--- config.mk ---
export PLATFORM = sky130hd
export DESIGN_NAME = vp_frame_mux
export DESIGN_NICKNAME = d
export VERILOG_FILES = /design/src/rtl/vp_pkg.sv /design/src/rtl/vp_line_filler.sv /design/src/rtl/vp_frame_mux.sv
export SDC_FILE = /design/constraint.sdc
export NUM_CORES = 1
export LEC_CHECK = 0
export ABC_AREA = 1
export BUFFER_PORTS_ARGS = -buffer_cell sky130_fd_sc_hd__clkbuf_2
export CORE_UTILIZATION = 25
export DETAILED_ROUTE_END_ITERATION = 6
export MAX_ROUTING_LAYER = met4
export SYNTH_ARGS = -nofsm -noshare
export SYNTH_HDL_FRONTEND = slang
export SYNTH_SLANG_ARGS = --single-unit
--- constraint.sdc ---
create_clock -name clk -period 1.85 [get_ports clk]
set_clock_uncertainty 0.05 [all_clocks]
set_input_delay 0.185 -clock clk [delete_from_list [all_inputs] [get_ports clk]]
set_output_delay 0.185 -clock clk [all_outputs]
set_load 0.03 [all_outputs]
--- src/rtl/vp_pkg.sv ---
// Shared types and constants for the video-path frame mux and line filler.
package vp_pkg;

  // Line filler states: pass-through of the selected stream, or padding a short line.
  typedef enum logic [0:0] {
    PASS = 1'b0,
    FILL = 1'b1
  } vp_state_e;

  // Common padding colours for 24-bit RGB.
  localparam logic [23:0] BLACK = 24'h000000;
  localparam logic [23:0] WHITE = 24'hFFFFFF;

  // Ceiling log2, used to size the channel select from the channel count.
  function automatic int clog2(input int value);
    int result;
    int rem;
    result = 32'sd0;
    rem    = value - 32'sd1;
    while (rem > 32'sd0) begin
      result = result + 32'sd1;
      rem    = rem >>> 1;
    end
    return result;
  endfunction

endpackage

--- src/rtl/vp_line_filler.sv ---
// Output stage of the frame mux: registers the selected stream, counts
// output pixels per line, pads short lines with a fill colour and keeps
// sticky flags for over-long lines and lines that start during padding.
module vp_line_filler
  import vp_pkg::*;
#(
  parameter int DATA_W = 24,
  parameter int H_DISP = 1280,
  parameter int X_W    = 11,
  parameter logic [DATA_W-1:0] FILL_COLOR = DATA_W'(BLACK)
) (
  input  logic              clk,
  input  logic              rst,
  input  logic              fill_on,
  input  logic              vs_rise,
  input  logic              sel_vs,
  input  logic              sel_de,
  input  logic [DATA_W-1:0] sel_data,
  input  logic              err_clr,
  output logic              out_vs,
  output logic              out_de,
  output logic [DATA_W-1:0] out_data,
  output logic              err_long,
  output logic              err_overrun
);

  localparam logic [X_W-1:0]    X_MAX  = X_W'(H_DISP);
  localparam logic [X_W-1:0]    X_ONE  = {{(X_W-1){1'b0}}, 1'b1};
  localparam logic [X_W-1:0]    X_ZERO = {X_W{1'b0}};
  localparam logic [DATA_W-1:0] D_ZERO = {DATA_W{1'b0}};

  vp_state_e         state_q, state_d;
  logic [X_W-1:0]    x_q, x_d;
  logic [X_W-1:0]    x_inc_s;
  logic              out_vs_q, out_vs_d;
  logic              out_de_q, out_de_d;
  logic [DATA_W-1:0] out_data_q, out_data_d;
  logic              err_long_q, err_long_d;
  logic              err_overrun_q, err_overrun_d;
  logic              long_set_s;
  logic              ovr_set_s;

  // Next-state, pixel counter and output selection for pass/pad behaviour.
  always_comb begin
    state_d    = state_q;
    x_d        = x_q;
    x_inc_s    = x_q + X_ONE;
    out_vs_d   = sel_vs;
    out_de_d   = 1'b0;
    out_data_d = D_ZERO;
    long_set_s = 1'b0;
    ovr_set_s  = 1'b0;
    case (state_q)
      PASS: begin
        if (sel_de) begin
          if (x_q < X_MAX) begin
            out_de_d   = 1'b1;
            out_data_d = sel_data;
            x_d        = x_inc_s;
          end else begin
            // Line already full: drop the surplus until de falls.
            long_set_s = 1'b1;
          end
        end else if (fill_on && (x_q != X_ZERO) && (x_q < X_MAX)) begin
          // de just fell on a short line: first fill pixel goes out now.
          out_de_d   = 1'b1;
          out_data_d = FILL_COLOR;
          x_d        = x_inc_s;
          if (x_inc_s == X_MAX) begin
            state_d = PASS;
          end else begin
            state_d = FILL;
          end
        end else begin
          x_d = X_ZERO;
        end
      end
      FILL: begin
        if (vs_rise) begin
          // New frame: abandon padding quietly.
          state_d = PASS;
          x_d     = X_ZERO;
        end else if (sel_de) begin
          // Next line arrived before padding completed: pass it straight on.
          ovr_set_s  = 1'b1;
          out_de_d   = 1'b1;
          out_data_d = sel_data;
          x_d        = X_ONE;
          state_d    = PASS;
        end else begin
          out_de_d   = 1'b1;
          out_data_d = FILL_COLOR;
          x_d        = x_inc_s;
          if (x_inc_s == X_MAX) begin
            state_d = PASS;
          end else begin
            state_d = FILL;
          end
        end
      end
      default: begin
        state_d = PASS;
        x_d     = X_ZERO;
      end
    endcase
  end

  // Sticky error flags; clear wins over a simultaneous set.
  always_comb begin
    if (err_clr) begin
      err_long_d    = 1'b0;
      err_overrun_d = 1'b0;
    end else begin
      err_long_d    = err_long_q | long_set_s;
      err_overrun_d = err_overrun_q | ovr_set_s;
    end
  end

  // State, counter, output and flag registers with synchronous reset.
  always_ff @(posedge clk) begin
    if (rst) begin
      state_q       <= PASS;
      x_q           <= X_ZERO;
      out_vs_q      <= 1'b0;
      out_de_q      <= 1'b0;
      out_data_q    <= D_ZERO;
      err_long_q    <= 1'b0;
      err_overrun_q <= 1'b0;
    end else begin
      state_q       <= state_d;
      x_q           <= x_d;
      out_vs_q      <= out_vs_d;
      out_de_q      <= out_de_d;
      out_data_q    <= out_data_d;
      err_long_q    <= err_long_d;
      err_overrun_q <= err_overrun_d;
    end
  end

  assign out_vs      = out_vs_q;
  assign out_de      = out_de_q;
  assign out_data    = out_data_q;
  assign err_long    = err_long_q;
  assign err_overrun = err_overrun_q;

endmodule

--- src/rtl/vp_frame_mux.sv ---
// N-channel video stream selector. A new selection is only taken at the
// vsync rising edge of the channel currently on air, so frames never tear.
// The selected stream is handed to vp_line_filler for registering/padding.
module vp_frame_mux
  import vp_pkg::*;
#(
  parameter int NUM_CH = 4,
  parameter int SEL_W  = clog2(NUM_CH),
  parameter int DATA_W = 24,
  parameter int H_DISP = 1280,
  parameter int X_W    = 11,
  parameter logic [DATA_W-1:0] FILL_COLOR = DATA_W'(BLACK)
) (
  input  logic                     clk,
  input  logic                     rst,
  input  logic [SEL_W-1:0]         sel_i,
  input  logic                     fill_en,
  input  logic [NUM_CH-1:0]        in_vs,
  input  logic [NUM_CH-1:0]        in_de,
  input  logic [NUM_CH*DATA_W-1:0] in_data,
  output logic                     out_vs,
  output logic                     out_de,
  output logic [DATA_W-1:0]        out_data,
  output logic [SEL_W-1:0]         active_sel,
  output logic                     switch_pulse,
  output logic                     err_long,
  output logic                     err_overrun,
  input  logic                     err_clr
);

  logic [SEL_W-1:0]  active_sel_q, active_sel_d;
  logic              fill_latch_q, fill_latch_d;
  logic [NUM_CH-1:0] vs_hist_q, vs_hist_d;
  logic              switch_pulse_q, switch_pulse_d;

  logic [NUM_CH-1:0] ch_hot_s;
  logic              sel_vs_s;
  logic              sel_vs_prev_s;
  logic              sel_de_s;
  logic [DATA_W-1:0] sel_data_s;
  logic              vs_rise_s;
  logic              sel_valid_s;

  // AND-OR channel mux driven by a one-hot decode of the active channel.
  always_comb begin
    ch_hot_s   = {NUM_CH{1'b0}};
    sel_data_s = {DATA_W{1'b0}};
    for (int k = 0; k < NUM_CH; k++) begin
      ch_hot_s[k] = (active_sel_q == SEL_W'(k));
      sel_data_s  = sel_data_s | (in_data[k*DATA_W +: DATA_W] & {DATA_W{ch_hot_s[k]}});
    end
    sel_vs_s      = |(in_vs & ch_hot_s);
    sel_vs_prev_s = |(vs_hist_q & ch_hot_s);
    sel_de_s      = |(in_de & ch_hot_s);
    vs_rise_s     = sel_vs_s & ~sel_vs_prev_s;
    sel_valid_s   = ({1'b0, sel_i} < (SEL_W+1)'(NUM_CH));
  end

  // Frame-boundary switch: latch select and fill mode on the active vsync rise.
  always_comb begin
    vs_hist_d      = in_vs;
    active_sel_d   = active_sel_q;
    fill_latch_d   = fill_latch_q;
    switch_pulse_d = 1'b0;
    if (vs_rise_s) begin
      fill_latch_d = fill_en;
      if (sel_valid_s && (sel_i != active_sel_q)) begin
        active_sel_d   = sel_i;
        switch_pulse_d = 1'b1;
      end else begin
        active_sel_d   = active_sel_q;
        switch_pulse_d = 1'b0;
      end
    end else begin
      switch_pulse_d = 1'b0;
    end
  end

  // Selection, fill mode and vsync history registers with synchronous reset.
  always_ff @(posedge clk) begin
    if (rst) begin
      active_sel_q   <= {SEL_W{1'b0}};
      fill_latch_q   <= 1'b0;
      vs_hist_q      <= {NUM_CH{1'b0}};
      switch_pulse_q <= 1'b0;
    end else begin
      active_sel_q   <= active_sel_d;
      fill_latch_q   <= fill_latch_d;
      vs_hist_q      <= vs_hist_d;
      switch_pulse_q <= switch_pulse_d;
    end
  end

  vp_line_filler #(
    .DATA_W     (DATA_W),
    .H_DISP     (H_DISP),
    .X_W        (X_W),
    .FILL_COLOR (FILL_COLOR)
  ) u_filler (
    .clk         (clk),
    .rst         (rst),
    .fill_on     (fill_latch_q),
    .vs_rise     (vs_rise_s),
    .sel_vs      (sel_vs_s),
    .sel_de      (sel_de_s),
    .sel_data    (sel_data_s),
    .err_clr     (err_clr),
    .out_vs      (out_vs),
    .out_de      (out_de),
    .out_data    (out_data),
    .err_long    (err_long),
    .err_overrun (err_overrun)
  );

  assign active_sel   = active_sel_q;
  assign switch_pulse = switch_pulse_q;

endmodule

# Word level (Yosys, flattened, before mapping)
# Cells that the tools add are included.
# word_totals
register_bits	48
input_bits	110
output_inout_bits	31
wordCells	74
# classes
addsub	1
order_cmp	1
n_eq_ne	6
muxes	29
bitwise_logic	16
n_reduce_logical	10
# ops
op	n
$and A24 B24 Y24	4
$mux W24	4
$or A24 B24 Y24	3
$mux W11	5
$pmux W24 S2	1
$pmux W11 S2	1
$mux W1	16
$and A4 B4 Y4	3
$reduce_or A4 Y1	3
$add A11 B1 Y11 const B	1
$eq A11 B11 Y1 const B	1
$lt A11 B11 Y1 const B	1
$reduce_bool A11 Y1	1
$eq A2 B2 Y1 const B	2
$pmux W1 S2	2
$reduce_or A2 Y1	2
$ne A3 B2 Y1 const B	1
$not A1 Y1	3
$eq A2 B1 Y1 const B	1
$logic_and A1 B1 Y1	2
$logic_not A2 Y1	1
$ne A2 B2 Y1	1
$or A1 B1 Y1	2
$reduce_and A2 Y1	1
$and A1 B1 Y1	1

# Longest topological paths before layout
# Gate-level depths: netlist of run 1.
# depth
ltp_word	8
mapped_depth	11
depth_no_buf	10

# Cells and area by module
# Synthesis of run 1 repeated with hierarchy kept, for this count alone.
# hier_totals
cells_unflattened	404
hier_area_um2	2826.5
# by_module_without_submodules
module	n_inst	cells_each	area_each_um2	seq_area_each_um2
vp_line_filler	1	207	1815.5	800.8
vp_frame_mux	1	197	1011.0	160.2

# Least setup slack after synthesis of run 1
# Ideal clock, no wire load.
# synth_timing
path_type	flip-flop to flip-flop
from	register active_sel_q[1] (netlist: active_sel[1])
to	register u_filler.out_data_q[12] (netlist: u_filler.out_data[12])
setup_time_ps	125
arrival_time_ps	1612
required_ps	1675
slack_ps	63
path_stages_with_launch	12
path_buffers	2
synth_period_minus_slack_ps	1787
path_cell_list	dfxtp_1 -> inv_2 -> buf_4 -> nand3_1 -> nand2_1 -> nor2_4 -> inv_1 -> nand3_2 -> nand2_1 -> nand2_2 -> buf_6 -> a21oi_2
# synth_via
elab_chain_cells	8
word_cells_on_any_way	24
cone_classes	eq/ne: 3; mux: 5; bitwise: 12; reduce/logical: 4
# synth_rtl
item	line	source
start, declared	vp_frame_mux.sv:31	logic [SEL_W-1:0] active_sel_q, active_sel_d;
start signal, assigned	vp_frame_mux.sv:82	active_sel_q <= {SEL_W{1'b0}};
start signal, assigned	vp_frame_mux.sv:87	active_sel_q <= active_sel_d;
$eq A2 B1 Y1 or $logic_not A2 Y1 (tied branches)	vp_frame_mux.sv:49	ch_hot_s[k] = (active_sel_q == SEL_W'(k));
$and A24 B24 Y24	vp_frame_mux.sv:50	sel_data_s = sel_data_s | (in_data[k*DATA_W +: DATA_W] & {DATA_W{ch_hot_s[k]}});
$or A24 B24 Y24 (3 in a row)	vp_frame_mux.sv:50	
$mux W24, on equally long branches	vp_line_filler.sv:83, vp_line_filler.sv:56	
$mux W24, on equally long branches	vp_line_filler.sv:79, vp_line_filler.sv:55	
$pmux W24 S2 (*)	vp_line_filler.sv:53	case (state_q)
end signal, assigned	vp_line_filler.sv:134	out_data_q <= out_data_d;
end, declared	vp_line_filler.sv:37	logic [DATA_W-1:0] out_data_q, out_data_d;
# Every way passes the cells marked *; elsewhere a longest branch is shown, timed or not.
# A chain may end at the register's enable or synchronous reset.

# Worst setup path in the final report of run 1
# layout_timing
from	register active_sel_q[0] (netlist: active_sel[0])
to	register u_filler.out_data_q[1] (netlist: u_filler.out_data[1])
# Same word-level chain as after synthesis.

==> results of run 1 <==
[layout by cell type, fill, tap and decap left out, types with 2 or more instances in the layout]
cell type	instances
clkbuf_2	140
nand3_1	58
nand2_1	54
nor2_1	51
inv_1	47
dfxtp_1	46
a221oi_1	24
a21oi_2	15
a21oi_1	13
buf_4	10
clkbuf_8	6
nand4_1	4
xor2_1	4
nor2_4	3
nand2_2	3
o21ai_0	3
a211oi_1	3
inv_2	2
or2_2	2
nand3b_1	2
nor3_1	2
xnor2_1	2
ha_1	2
dfxtp_2	2
buf_12	2
[area by class of cell]
| type | count | area [sq um] | area share |
|---|---|---|---|
| repair buffers | 152 | 816 | 0.226 |
| flip-flops and latches | 48 | 963 | 0.267 |
| multi-input cells | 250 | 1360 | 0.377 |
| inverters | 49 | 184 | 0.0509 |
| well taps | 133 | 166 | 0.0461 |
| clock buffers | 6 | 82.6 | 0.0229 |
| clock inverters | 2 | 38.8 | 0.0107 |
[per-layer routing]
layer  vias up  routed length, um  track usage
li1       1500                  -            -
met1      1347               3520        0.194
met2       104               3880        0.257
met3        15                424       0.0269
met4         0                165       0.0500
met5         -                  0            -
[metrics by stage]
stage / std cells / hold WS (ns) / cell area, sq um / utilization
after floorplan: 365 / 0.213 / 2600 / -
after global placement: 632 / 0.349 / 3480 / 0.351
after detailed placement: 632 / 0.350 / 3480 / 0.351
after CTS: 640 / 0.0219 / 3600 / 0.364
after global routing: 640 / 0.0301 / 3610 / 0.364
final: 640 / 0.0342 / 3610 / 0.364
[flip-flops by register name (all words and copies together), names as in the netlist, 2 cells and up]
signal	count
u_filler.out_data	24
u_filler.x_q	11
vs_hist_q	4
active_sel	2
[cell families after synthesis]
family / count (synthesis) / share of synthesized area
buf+inv: 67 / 0.110
fa+ha+maj: 2 / 0.00962
flops: 48 / 0.369
xor+xnor: 6 / 0.0202
compound gates: 60 / 0.175
simple gates: 182 / 0.316
[critical path, cell delays in order (launching register included)]
cell and delay [ns]:
dfxtp_2 0.39, buf_4 0.19, nand3_1 0.10, nand2_1 0.12
nor2_4 0.07, nor2_4 0.12, nand2_1 0.08, nand2_1 0.10
nand2_2 0.06, buf_12 0.18, a21oi_1 0.12
[path summary, 6_finish.rpt]
check / from / endpoint / slack [ns] / depth (start not counted)
setup / recovery: active_sel[0]$_SDFFE_PP0P_ / u_filler.out_data[1]$_SDFF_PP0_ / 0.18 / 10
hold / removal: in_vs[0] / vs_hist_q[0]$_SDFF_PP0_ / 0.03 / 3
setup reg to reg: active_sel[0]$_SDFFE_PP0P_ / u_filler.out_data[1]$_SDFF_PP0_ / 0.18 / 10
hold reg to reg: u_filler.err_long$_SDFF_PP0_ / u_filler.err_long$_SDFF_PP0_ / 0.40 / 2
[power by group]
part	internal, mW	switching [mW]	total [mW]
Clock	0.442	0.354	0.796
Combinational	0.986	1.92	2.91
Sequential	1.31	0.123	1.43
[what timing repair did]
| action | 4_1_cts | 5_1_grt |
|---|---|---|
| gates resized for setup | 0 | 3 |
| setup endpoints to repair | 0 | 33 |
| setup buffers | 0 | 0 |
| endpoints found under the hold margin | 0 | 0 |
==> summary.md, run 1 <==
| Metric | Value |
|---|---|
| Outcome | finished, final reports clean |
| Initial antenna violation count | 0 |
| Sequential share of the synthesized area | 0.369 |
| CTS Hold Bufs | 0 |
| Via count | between 2000 and 3000 |
| # diodes | 0 |
| Syn avg cell area | 7.13 sq um |
| Total gr overflow | 0 |
| Peak Freq | 597 MHz |
| # Max-Cap Violations | 0 |
| Layout cell share with drive strength beyond 1 | 0.375 |
| VDD IR-drop max | just under 0.7 mV |
| Most numerous cell in the Yosys netlist | nand3_1 |
| CTS root buffer | clkbuf_8 |
| DP Worst Slack | 0.123 ns |
| Pins Over Slew Limit | 0 |
| Vias per Instance | roughly 4.6 |
| Startpoint Class | flop |
| Synth top cells by count | nand3_1, nand2_1, nor2_1 |
| Synth async-reset ratio | 0 |
| Total power draw | 5.13 mW |
| First-pass DRT Iterations | 4 |
| Die height | ~100 um |
| Yosys warns | 0 |
| Initial Utilization | 0.263 |
| H-tree lvl count | 2 |
| Setup TNS | 0 ns |
| IO Count | roughly 140 |
| Tcrit/Tclk final | 0.905 |
| TritonCTS Buffers | 5 |
| Post-DRT Antenna Nets | 0 |
| Avg WL per Cell | roughly 12 um |
| Rows | 36 |
| Worst slew pin tran | 0.435 ns |
| Pleak | 1.83 nW |
| Power Density | 1420 nW/um^2 |
| Clk slew on worst S/H paths | 0.09 ns |
| Nets | slightly above 600 |
| Synth top area share | 0.369 |
| GP Congestion | approximately 0.90 |
| Residual DRC count | 0 |
| Setup CP Type | flop to flop |
| Synthesized Nets | 477 |
| Relative slew slack | 0.710 |
| First-pass GRT wire length | 13.5 mm |
| Core region area | just under 10000 sq um |
| Filler instances | 1069 |
| Post-synth EDFFs | 0 |
| Die ar. | between 10000 and 15000 sq um |
| Netlist cell types | 29 |
| IO Port Bufs | 140 |
| DRT iter0 DRCs | ~170 |
| Period minus WS final | between 1.5 and 2 ns |
| HP Class | input pin to flop |
| Final setup vio count | 0 |
| TritonCTS clock tree | done |
| Final HPWL DP | 6.38 mm |
| P&R area growth vs syn | 38.8% |
| RSZ-0062 raised after global routing | false |
| Ys flop type | dfxtp_1 |
| All-Layer GR Usage | 0.156 |
| Post-Route WL | 7.99 mm |
| Leading area contributor after synthesis | dfxtp_1 |
| Flops & latches, synth | 48 |
| Hold Violations, Final | 0 |
| Worst Setup End Kind | flop |
| Synth area leaders | dfxtp_1, nand3_1, a221oi_1 |
| CP max FO | 24 |
| Worst Path Arrival | 1.85 ns |
| Vias in the first global route | 2892 |
| Largest net degree at the start of global routing | 25 |
| DIE WIDTH | 104 um |
| CTS Buffer Depth | 2 |
| Worst EP required | between 2 and 2.5 ns |
| Setup ws final | between 0.15 and 0.2 ns |
| Worst-Skew Late Latency | about 0.30 ns |
| Sink Count | 48 |
| Cell count after synthesis | roughly 370 |
| Synth Cell Area | 2600 sq um |
(Power assumes the default switching activity.)
==> run 2, diff against run 1 <==
CORE_ASPECT_RATIO = 0.6   (was unset)
==> summary.md, run 2 (synthesized netlist as in run 1, its figures left out) <==
| Metric | Value |
|---|---|
| Worst EP required | 1.97 ns (-0.06 ns) |
| Layout cell share with drive strength beyond 1 | 0.378 (+0.00368) |
| Rows | 28 (-22%) |
| TritonCTS Buffers | 5 (unchanged) |
| Worst Path Arrival | 1.78 ns (-0.07 ns) |
| Worst slew pin tran | 0.437 ns (+0.00253 ns) |
| CTS Hold Bufs | 0 (unchanged) |
| Total gr overflow | 0 (unchanged) |
| Worst-Skew Late Latency | 0.29 ns (about the same) |
| Startpoint Class | flop |
| Hold Violations, Final | 0 (unchanged) |
| VDD IR-drop max | 0.533 mV (-22%) |
| IO Count | 141 (unchanged) |
| Die ar. | 10800 sq um (+0.12%) |
| Post-DRT Antenna Nets | 0 (unchanged) |
| Vias per Instance | 4.62 (-0.34%) |
| Pins Over Slew Limit | 0 (unchanged) |
| Design Area, Final | 3650 sq um (+1.1%) |
| Pleak | 1.86 nW (+1.5%) |
| Most common cell after layout, fill and taps aside | clkbuf_2 |
| Core region area | 9980 sq um (+0.76%) |
| First-pass DRT Iterations | 5 (+1) |
| Peak Freq | 606 MHz (+1.4%) |
| IO Port Bufs | 140 (unchanged) |
| DRT iter0 DRCs | 190 (+9.8%) |
| Final Util | 0.366 (+0.00127) |
| Initial Utilization | 0.261 (-0.00197) |
| # diodes | 0 (unchanged) |
| Sink Count | 48 (unchanged) |
| Most frequent cells in the layout | clkbuf_2, nand3_1, nand2_1 |
| # Max-Cap Violations | 0 (unchanged) |
| Period minus WS final | 1.65 ns (-0.0237 ns) |
| HP Class | input pin to flop |
| Dpl cell area | 3490 sq um (+0.36%) |
| Setup ws final | 0.199 ns (+0.0237 ns) |
| Final HPWL DP | 6.80 mm (+6.5%) |
| Multi-input logic area | 1360 sq um (unchanged) |
| Worst Setup End Kind | flop |
| Post-Layout Cell Count | 645 (+0.78%) |
| CTS Buffer Depth | 2 (unchanged) |
| Power Density | 1460 nW/um^2 (+2.5%) |
| P&R area growth vs syn | 40.4% |
| CP max FO | 24 (unchanged) |
| RSZ-0062 raised after global routing | false |
| DP Worst Slack | 0.126 ns (+0.00299 ns) |
| Via count | 2979 (+0.44%) |
| Filler instances | 1068 (-0.094%) |
| Largest net degree at the start of global routing | 25 (unchanged) |
| Outcome | finished, final reports clean |
| First-pass GRT wire length | 13.5 mm (-0.35%) |
| Cells after DPL | 637 (+0.79%) |
| Residual DRC count | 0 (unchanged) |
| Sequential cell area | 963 sq um (unchanged) |
| Final setup vio count | 0 (unchanged) |
| DIE WIDTH | 134 um (+29%) |
| Avg WL per Cell | 13.1 um (+4.7%) |
| Total power draw | 5.32 mW (+3.6%) |
| All-Layer GR Usage | 0.165 (+0.00845) |
| Tcrit/Tclk final | 0.893 (-0.0128) |
| Post-Route WL | 8.43 mm (+5.5%) |
| Clk slew on worst S/H paths | 0.06 ns (-0.03 ns) |
| H-tree lvl count | 2 (unchanged) |
| Setup CP Type | flop to flop |
| CTS root buffer | clkbuf_16 |
| GP Congestion | 0.960 (+6.7%) |
| Relative slew slack | 0.708 (-0.00201) |
| Nets | 621 (+0.49%) |
| TritonCTS clock tree | done |
| Max reg flops | 24 (unchanged) |
| Vias in the first global route | 2766 (-4.4%) |
| Setup TNS | 0 ns (unchanged) |
| Initial antenna violation count | 0 (unchanged) |
| Die height | 81.0 um (-22%) |
| Hold slack final | 0.0538 ns (+0.0196 ns) |
-- run 2: area by class of cell --
class	instances	area share
repair buffers	155	0.226
multi-input cells	250	0.373
well taps	135	0.0463
flip-flops and latches	48	0.264
clock buffers	6	0.0380
clock inverters	2	0.00274
inverters	49	0.0504
-- run 2: where the power goes --
| group | internal (mW) | leakage (nW) | total, mW | switching (mW) |
|---|---|---|---|---|
| logic | 0.980 | 1.39 | 2.94 | 1.96 |
| registers | 1.31 | 0.393 | 1.45 | 0.141 |
| clock network | 0.533 | 0.0766 | 0.929 | 0.395 |
| total | 2.82 | 1.86 | 5.32 | 2.50 |
-- run 2: timing repair --
item                       CTS  global route
resized for setup            0             3
setup endpoints to repair    0            24
setup buffers                0             0
-- run 2: final timing paths --
kind,from,to,slack [ns],depth (start not counted)
setup reg to reg,active_sel[0]$_SDFFE_PP0P_,u_filler.out_data[4]$_SDFF_PP0_,0.20,11
setup / recovery,active_sel[0]$_SDFFE_PP0P_,u_filler.out_data[4]$_SDFF_PP0_,0.20,11
hold / removal,in_vs[2],vs_hist_q[2]$_SDFF_PP0_,0.05,3
hold reg to reg,u_filler.err_long$_SDFF_PP0_,u_filler.err_long$_SDFF_PP0_,0.40,2
-- run 2: critical path: stages, from the launching register on --
cell     delay (ns)
dfxtp_2        0.38
buf_4          0.21
nand3_1        0.10
nand2_1        0.07
inv_1          0.04
nand2_1        0.08
nand2_2        0.09
nand3_2        0.09
nand2_1        0.06
nand2_2        0.07
buf_12         0.20
a21oi_1        0.06
-- run 2: layer usage --
metal  wire length (um)  GRT usage  share of wire
met3                554     0.0343          0.066
met4                136     0.0591          0.016
met5                  0          -              0
met1               3960      0.207           0.47
met2               3780      0.263           0.45
